[config.mk]
export PLATFORM = sky130hd
export DESIGN_NAME = lsm_sequencer
export DESIGN_NICKNAME = d
export VERILOG_FILES = /design/src/rtl/lsm_sequencer.sv
export SDC_FILE = /design/constraint.sdc
export NUM_CORES = 1
export LEC_CHECK = 0
export BUFFER_PORTS_ARGS = -buffer_cell sky130_fd_sc_hd__clkbuf_2
export CAP_MARGIN = 5
export CORE_ASPECT_RATIO = 1.5
export CORE_MARGIN = 3
export CORE_UTILIZATION = 50
export CTS_BUF_LIST = sky130_fd_sc_hd__clkbuf_16
export DETAILED_ROUTE_END_ITERATION = 10
export PLACE_DENSITY = 0.73
export SLEW_MARGIN = 25
export SYNTH_ARGS = -nofsm -noshare
export SYNTH_HDL_FRONTEND = slang
export SYNTH_SLANG_ARGS = --single-unit
[constraint.sdc]
create_clock -name CLK -period 3.55 [get_ports CLK]
set_input_delay 0 -clock CLK [delete_from_list [all_inputs] [get_ports CLK]]
set_output_delay 0 -clock CLK [all_outputs]
set_load 0.01 [all_outputs]
[src/rtl/lsm_sequencer.sv]
// Register-list sequencer for ARM LDM/STM: walks the register list lowest-index
// first and reports progress to the microprogrammed control unit.
module lsm_sequencer #(
  parameter int NREGS  = 16,
  parameter int RIDX_W = 4,
  parameter int CNT_W  = 5
) (
  input  logic                CLK,
  input  logic                RESET,
  input  logic                LSM_EN,
  input  logic [2:0]          LSM_IN,
  input  logic [NREGS-1:0]    REG_LIST,
  output logic                LSM_DETECT,
  output logic                LSM_END,
  output logic [RIDX_W-1:0]   REG_NUM,
  output logic [CNT_W-1:0]    IDX,
  output logic [CNT_W+1:0]    BEAT_OFF,
  output logic [CNT_W+1:0]    WB_OFF
);

  typedef enum logic [1:0] {
    IDLE = 2'd0,
    RUN  = 2'd1,
    LAST = 2'd2
  } state_t;

  localparam logic [2:0] CMD_LOAD  = 3'b001;
  localparam logic [2:0] CMD_NEXT  = 3'b010;
  localparam logic [2:0] CMD_ABORT = 3'b011;

  state_t               state_q, state_d;
  logic [NREGS-1:0]     list_q, list_d;
  logic [CNT_W-1:0]     count_q, count_d;
  logic [CNT_W-1:0]     idx_q, idx_d;
  logic [RIDX_W-1:0]    regnum_q, regnum_d;

  function automatic logic [CNT_W-1:0] popcount(input logic [NREGS-1:0] v);
    logic [CNT_W-1:0] cnt;
    cnt = '0;
    for (int i = 0; i < NREGS; i++) begin
      cnt = cnt + {{(CNT_W-1){1'b0}}, v[i]};
    end
    return cnt;
  endfunction

  // Scanning downward lets the lowest set bit win, giving ascending ARM order.
  function automatic logic [RIDX_W-1:0] lowestSet(input logic [NREGS-1:0] v);
    logic [RIDX_W-1:0] enc;
    enc = '0;
    for (int i = NREGS - 1; i >= 0; i--) begin
      if (v[i]) begin
        enc = RIDX_W'(i);
      end
    end
    return enc;
  endfunction

  always_ff @(posedge CLK) begin
    if (RESET) begin
      state_q  <= IDLE;
      list_q   <= '0;
      count_q  <= '0;
      idx_q    <= '0;
      regnum_q <= '0;
    end else begin
      state_q  <= state_d;
      list_q   <= list_d;
      count_q  <= count_d;
      idx_q    <= idx_d;
      regnum_q <= regnum_d;
    end
  end

  always_comb begin
    list_d  = list_q;
    count_d = count_q;
    idx_d   = idx_q;
    if (LSM_EN) begin
      case (LSM_IN)
        CMD_LOAD: begin
          list_d  = REG_LIST;
          count_d = popcount(REG_LIST);
          idx_d   = '0;
        end
        CMD_NEXT: begin
          if (list_q != '0) begin
            list_d = list_q & (list_q - 1'b1);
            idx_d  = idx_q + 1'b1;
          end
        end
        // COUNT survives an abort so the base writeback offset stays usable.
        CMD_ABORT: begin
          list_d = '0;
          idx_d  = '0;
        end
        default: begin
        end
      endcase
    end

    if (list_d == '0) begin
      state_d = IDLE;
    end else if ((list_d & (list_d - 1'b1)) == '0) begin
      state_d = LAST;
    end else begin
      state_d = RUN;
    end
    regnum_d = lowestSet(list_d);
  end

  assign LSM_DETECT = (state_q != IDLE);
  assign LSM_END    = (state_q == LAST);
  assign REG_NUM    = regnum_q;
  assign IDX        = idx_q;
  assign BEAT_OFF   = {idx_q, 2'b00};
  assign WB_OFF     = {count_q, 2'b00};

endmodule

# --- Yosys cells after proc, flatten, opt, wreduce, memory -nomap -nowiden ---
# Index checks and enable logic that the tools add are counted.
classes:
  n_addsub: 18
  eq_ne: 5
  muxes: 21
  bitwise_logic: 2
  reduce_logical: 13
ops:
  columns: ["operator", "count"]
  rows:
  - ["adder 5 x 1 -> 5 bit", 11]
  - ["one-hot mux 16 bit (3 select lines)", 1]
  - ["AND 16 bit", 2]
  - ["zero test 16 bit", 2]
  - ["2-to-1 mux 16 bit", 2]
  - ["2-to-1 mux 4 bit", 8]
  - ["subtractor 16 x 1 -> 16 bit, second input constant", 2]
  - ["nonzero test 16 bit", 1]
  - ["2-to-1 mux 3 bit", 4]
  - ["one-hot mux 5 bit (2 select lines)", 1]
  - ["OR reduction 9 bit", 1]
  - ["== test 3 x 2 -> 1 bit, second input constant", 2]
  - ["2-to-1 mux 2 bit", 3]
  - ["OR reduction 2 bit", 3]
  - ["adder 4 x 1 -> 5 bit", 1]
  - ["adder 5 x 1 -> 5 bit, second input constant", 1]
  - ["2-to-1 mux 5 bit", 1]
  - ["OR reduction 5 bit", 1]
  - ["adder 3 x 1 -> 4 bit", 1]
  - ["nonzero test 2 bit", 2]
  - ["adder 2 x 1 -> 3 bit", 1]
  - ["== test 3 x 1 -> 1 bit, second input constant", 1]
  - ["AND reduction 3 bit", 1]
  - ["OR reduction 3 bit", 1]
  - ["other kinds (5)", 5]
word_totals:
  register_bits: 32
  output_inout_bits: 25

# --- Longest topological paths before layout ---
logic_depth:
  depth_word: 20
  ltp_mapped: 12
  depth_no_buf: 12

# --- Worst setup path before layout ---
# OpenSTA, ideal clock, no wires.
synth_timing:
  kind: "input -> register"
  from: "in REG_LIST[0]"
  to: "reg count_q[4]"
  t_arrival_ns: 2.918
  required_time_ns: 3.479
  slack_ns: 0.561
  cell_stages: 12
  n_path_buf: 0
  path_cell_list: "fa_1 > inv_1 > fa_1 > fa_1 > fa_1 > inv_1 > ha_1 > inv_1 > fa_1 > nor2b_1 > o211ai_1 > a21oi_1"
synth_between:
  elab_chain_len: 15
synth_rtl:
  columns: ["item", "line", "text"]
  rows:
  - ["start, declared", "12", "input logic [NREGS-1:0] REG_LIST,"]
  - ["adder 1 x 1 -> 2 bit", "41", "cnt = cnt + {{(CNT_W-1){1'b0}}, v[i]};"]
  - ["adder 2 x 1 -> 3 bit", "41", null]
  - ["adder 3 x 1 -> 4 bit", "41", null]
  - ["adder 4 x 1 -> 5 bit", "41", null]
  - ["adder 5 x 1 -> 5 bit (11 in a row)", "41", null]
  - ["end signal, assigned", "68", "count_q <= count_d;"]
  - ["end, declared", "33", "logic [CNT_W-1:0] count_q, count_d;"]
# Every way passes these cells.
# A chain may end at the register's enable or synchronous reset.

# --- Worst setup path after layout ---
layout_timing:
  from: "in REG_LIST[0]"
  to: "reg count_q[2]"
# Same word-level chain as after synthesis.

==> flow_metrics.py <==
metrics = {
    "sta": {
        "timing_worst_slew_pin_value_ns": 0.6830,
        "maxSlewHeadroom_pct": 54.05,
        "skew_final_ns": 0.005913,
        "setup_total_negative_slack_ns": 0,
        "setup_viol_count_final": 0,
        "unrepaired_setup_endpoints_after_global_routing": "false",
        "timing.final.crit_share_pct": 83.64,
        "timing.final.max_slew_violations": 0,
        "finalHoldViolCount": 0,
        "worst_slack_ns": 0.5809,
        "min_period_ns": 2.969,
        "max_clock_freq_mhz": 336.8,
    },
    "global_route": {
        "grt_first_pass_wirelength_um": 11140,
        "pin_count_of_the_biggest_net_entering_global_routing": 32,
        "grt_pass1_vias": 2376,
        "global_route.usage.total_pct": 24.08,
        "initial_antenna_violation_count": 0,
        "grt_remaining_overflow": 0,
    },
    "finish": {
        "area.growth.synth_to_final_pct": 14.74,
        "design.final.nets": 358,
        "layout-drive-gt1-share_pct": 22.43,
        "postLayoutCoreUtil_pct": 60.98,
        "fillerInstances": 450,
        "antenna_cells": 0,
    },
    "die": {
        "initial_utilization_pct": 53.14,
        "design.die.area_um2": 5801,
        "die-height_um": 91.80,
        "floorplan.rows": 30,
        "fp.coreArea_um2": 4617,
        "die-width_um": 63.20,
        "num_io_pins": 47,
    },
    "clock_tree": {
        "clock_latency_ns": 0.28,
        "gates_resized_cts_repair": 0,
        "h_tree_levels": 2,
        "cts_hold_buffers": 0,
        "post_cts_setup_buffer_count": 0,
        "clock_sinks": 32,
        "reg_clk_slew_reported_paths_ns": 0.06,
        "inserted_clock_buffers": 5,
        "tritoncts": "yes",
        "cts.root.buffer_cell": "sky130_fd_sc_hd__clkbuf_16",
        "cts_max_path_buffers": 2,
    },
    "worst_setup_path": {
        "path_max_fanout": 2,
        "critical_path.cell_chain": "clkbuf_2, fa_1, inv_1, fa_1, fa_1, fa_1, inv_1, ha_1, inv_1, fa_1, xnor2_1, nand2_1, a21oi_1",
        "ff2ff_path_depth": 8,
        "cp.arrival_ns": 3.18,
        "crit_top_cell": "sky130_fd_sc_hd__fa_1",
        "worstSetupStartpointType": "input pin",
        "critPathTopFamily": "adder cells",
        "slowest_stage": "sky130_fd_sc_hd__fa_1",
        "critical_path_required_ns": 3.76,
        "cpPeakStageDelay_ns": 0.54,
        "critPathBufInv": 4,
        "startpoint_to_endpoint_class_of_the_critical_path": "in -> reg",
        "worstSetupEndpointType": "register",
        "cp_num_cells": 13,
    },
    "placement": {
        "preCtsSetupSlack_ns": 0.2697,
        "gpl.final_weighted_congestion": 0.9560,
        "dpl.hpwl_um": 4931,
        "place.port_buffers": 42,
    },
    "yosys": {
        "synth_warnings": 0,
        "synth_edf_count": 0,
        "cell_count_after_synthesis": 288,
        "yosysUniqueCellTypes": 72,
        "synth_top_area_cell": "sky130_fd_sc_hd__dfxtp_1",
        "netlist_top_cells_area": "sky130_fd_sc_hd__dfxtp_1, sky130_fd_sc_hd__fa_1, sky130_fd_sc_hd__nor2_1",
        "postSynthAreaPerCell_um2": 8.519,
        "synth-seq-cells": 32,
        "yosys.area.top_type_share_pct": 26.11,
        "synthFlopType": "sky130_fd_sc_hd__dfxtp_1",
        "synth.yosys.seq_area_share_pct": 26.11,
        "post_synthesis_instance_area_um2": 2454,
        "synth.most_common_cell": "sky130_fd_sc_hd__dfxtp_1",
        "synth-async-reset-ratio_pct": 0,
        "netlist_top_cells_count": "sky130_fd_sc_hd__dfxtp_1, sky130_fd_sc_hd__nor2_1, sky130_fd_sc_hd__inv_1, sky130_fd_sc_hd__o21ai_0, sky130_fd_sc_hd__a21oi_1",
    },
    "run": {
        "cap_viol_max_count": 0,
    },
    "pwr": {
        "leakagePower_uw": 0.001196,
        "power-per-cell-area_nw_per_um2": 463.6,
        "power_frac_comb_pct": 30.9,
        "worst_ir_drop_vdd_mv": 0.2578,
        "clock_power_share_pct": 39.3,
        "p_seq_share_pct": 29.8,
        "cell_internal_pwr_uw": 891.7,
        "power.switching_uw": 413.4,
        "switching_share_pct": 31.68,
    },
    "drt": {
        "drc_errors": 0,
        "final_routed_wirelength_across_all_metal_layers_um": 6575,
        "drtPass1Iterations": 4,
        "detail-route-antenna-nets": 0,
        "routed_wire_length_per_instance_um": 17.08,
        "route.vias.total": 2352,
        "viasPerCell": 6.109,
        "drt_iter0_markers": 134,
    },
    "min_path": {
        "worstHoldPathCells": 3,
        "holdCritPathClass": "in -> reg",
    },
    "run_status": {
        "outcome": "finished, final reports clean",
    },
}
-- metrics by stage --
stage	std cells	total power (uW)	hold slack [ns]	cell area (um2)
3_5_place_dp	377	798.8	0.3341	2644
4_1_cts	385	1308	0.04376	2815
6_report	385	1305	0.04193	2815
2_1_floorplan	291	699.9	0.1721	2465
3_3_place_gp	377	783.9	0.3240	2644
5_1_grt	385	1386	0.07412	2815
-- layer usage --
| layer | global-route usage (%) | up-vias | part of all wire (%) | wire (um) |
|---|---|---|---|---|
| met4 | 12.43 | 0 | 3.2 | 208 |
| met1 | 26.77 | 1138 | 39 | 2540 |
| met3 | 3.676 | 17 | 5.5 | 360 |
| li1 | - | 1101 | - | - |
| met5 | 0 | - | 0 | 0 |
| met2 | 43.52 | 96 | 53 | 3465 |
-- state kept, by name (all words and copies together) (netlist names) --
signal,cells
REG_NUM,4
count_q,5
list_q,16
IDX,5
state_q,2
-- layout by cell type (no fill, tap or decap), types with 3 or more instances in the layout --
master                      count
sky130_fd_sc_hd__and3_1         3
sky130_fd_sc_hd__nor2_1        24
sky130_fd_sc_hd__and2_1         7
sky130_fd_sc_hd__dfxtp_1       32
sky130_fd_sc_hd__xor2_1         3
sky130_fd_sc_hd__clkbuf_16      5
sky130_fd_sc_hd__conb_1         4
sky130_fd_sc_hd__nor3b_1        3
sky130_fd_sc_hd__fa_1          10
sky130_fd_sc_hd__a21o_1         3
sky130_fd_sc_hd__nand3_1        7
sky130_fd_sc_hd__a21boi_0       3
sky130_fd_sc_hd__xnor2_1        3
sky130_fd_sc_hd__a31oi_1        6
sky130_fd_sc_hd__nor2b_1       11
sky130_fd_sc_hd__nand2b_1       6
sky130_fd_sc_hd__o211ai_1       4
sky130_fd_sc_hd__a21oi_1       12
sky130_fd_sc_hd__inv_1         18
sky130_fd_sc_hd__or4_1          3
sky130_fd_sc_hd__nand4_1        4
sky130_fd_sc_hd__clkbuf_2      42
sky130_fd_sc_hd__ha_1           6
sky130_fd_sc_hd__nor3_1         7
sky130_fd_sc_hd__nand2_1       11
sky130_fd_sc_hd__nor4_1         5
sky130_fd_sc_hd__o21ai_0       17
sky130_fd_sc_hd__a22oi_1        5
-- worst min-delay path: cells and delay by family --
family          cells  cell delay, ns
simple gates        1            0.07
buf+inv             1            0.12
compound gates      1            0.10
-- final timing paths --
kind,startpoint,end,slack (ns)
max,REG_LIST[0],count_q[2],0.58
min,REG_LIST[3],list_q[3],0.04
max reg2reg,list_q[0],state_q[1],0.81
min reg2reg,count_q[4],count_q[4],0.48
-- cells by family after synthesis --
logic type	share of synthesized area (%)
buffers and inverters	7.903
other	0.1528
XOR/XNOR	2.142
multiplexers	0.4080
AO/OA/AOI/OAI	22.85
flip-flops	26.11
AND/OR/NAND/NOR	27.95
adder cells (fa/ha/maj)	12.49
-- power groups by stage --
stage	combinational, uW	sequential, uW	clock (uW)
6_report	404	389	512
5_1_grt	463	391	531
4_1_cts	406	389	513
3_5_place_dp	402	397	0
3_3_place_gp	388	396	0
2_1_floorplan	301	399	0
-- layout make-up --
class	count	area (um2)	share of cell area (%)
clock inverters	3	46.29	1.644
inverters	18	67.56	2.400
clock buffers	5	125.1	4.444
multi-input cells	219	1630	57.91
flip-flops and latches	32	640.6	22.76
repair buffers	44	225.2	8.000
well taps	64	80.08	2.844
(Power assumes the default switching activity.)
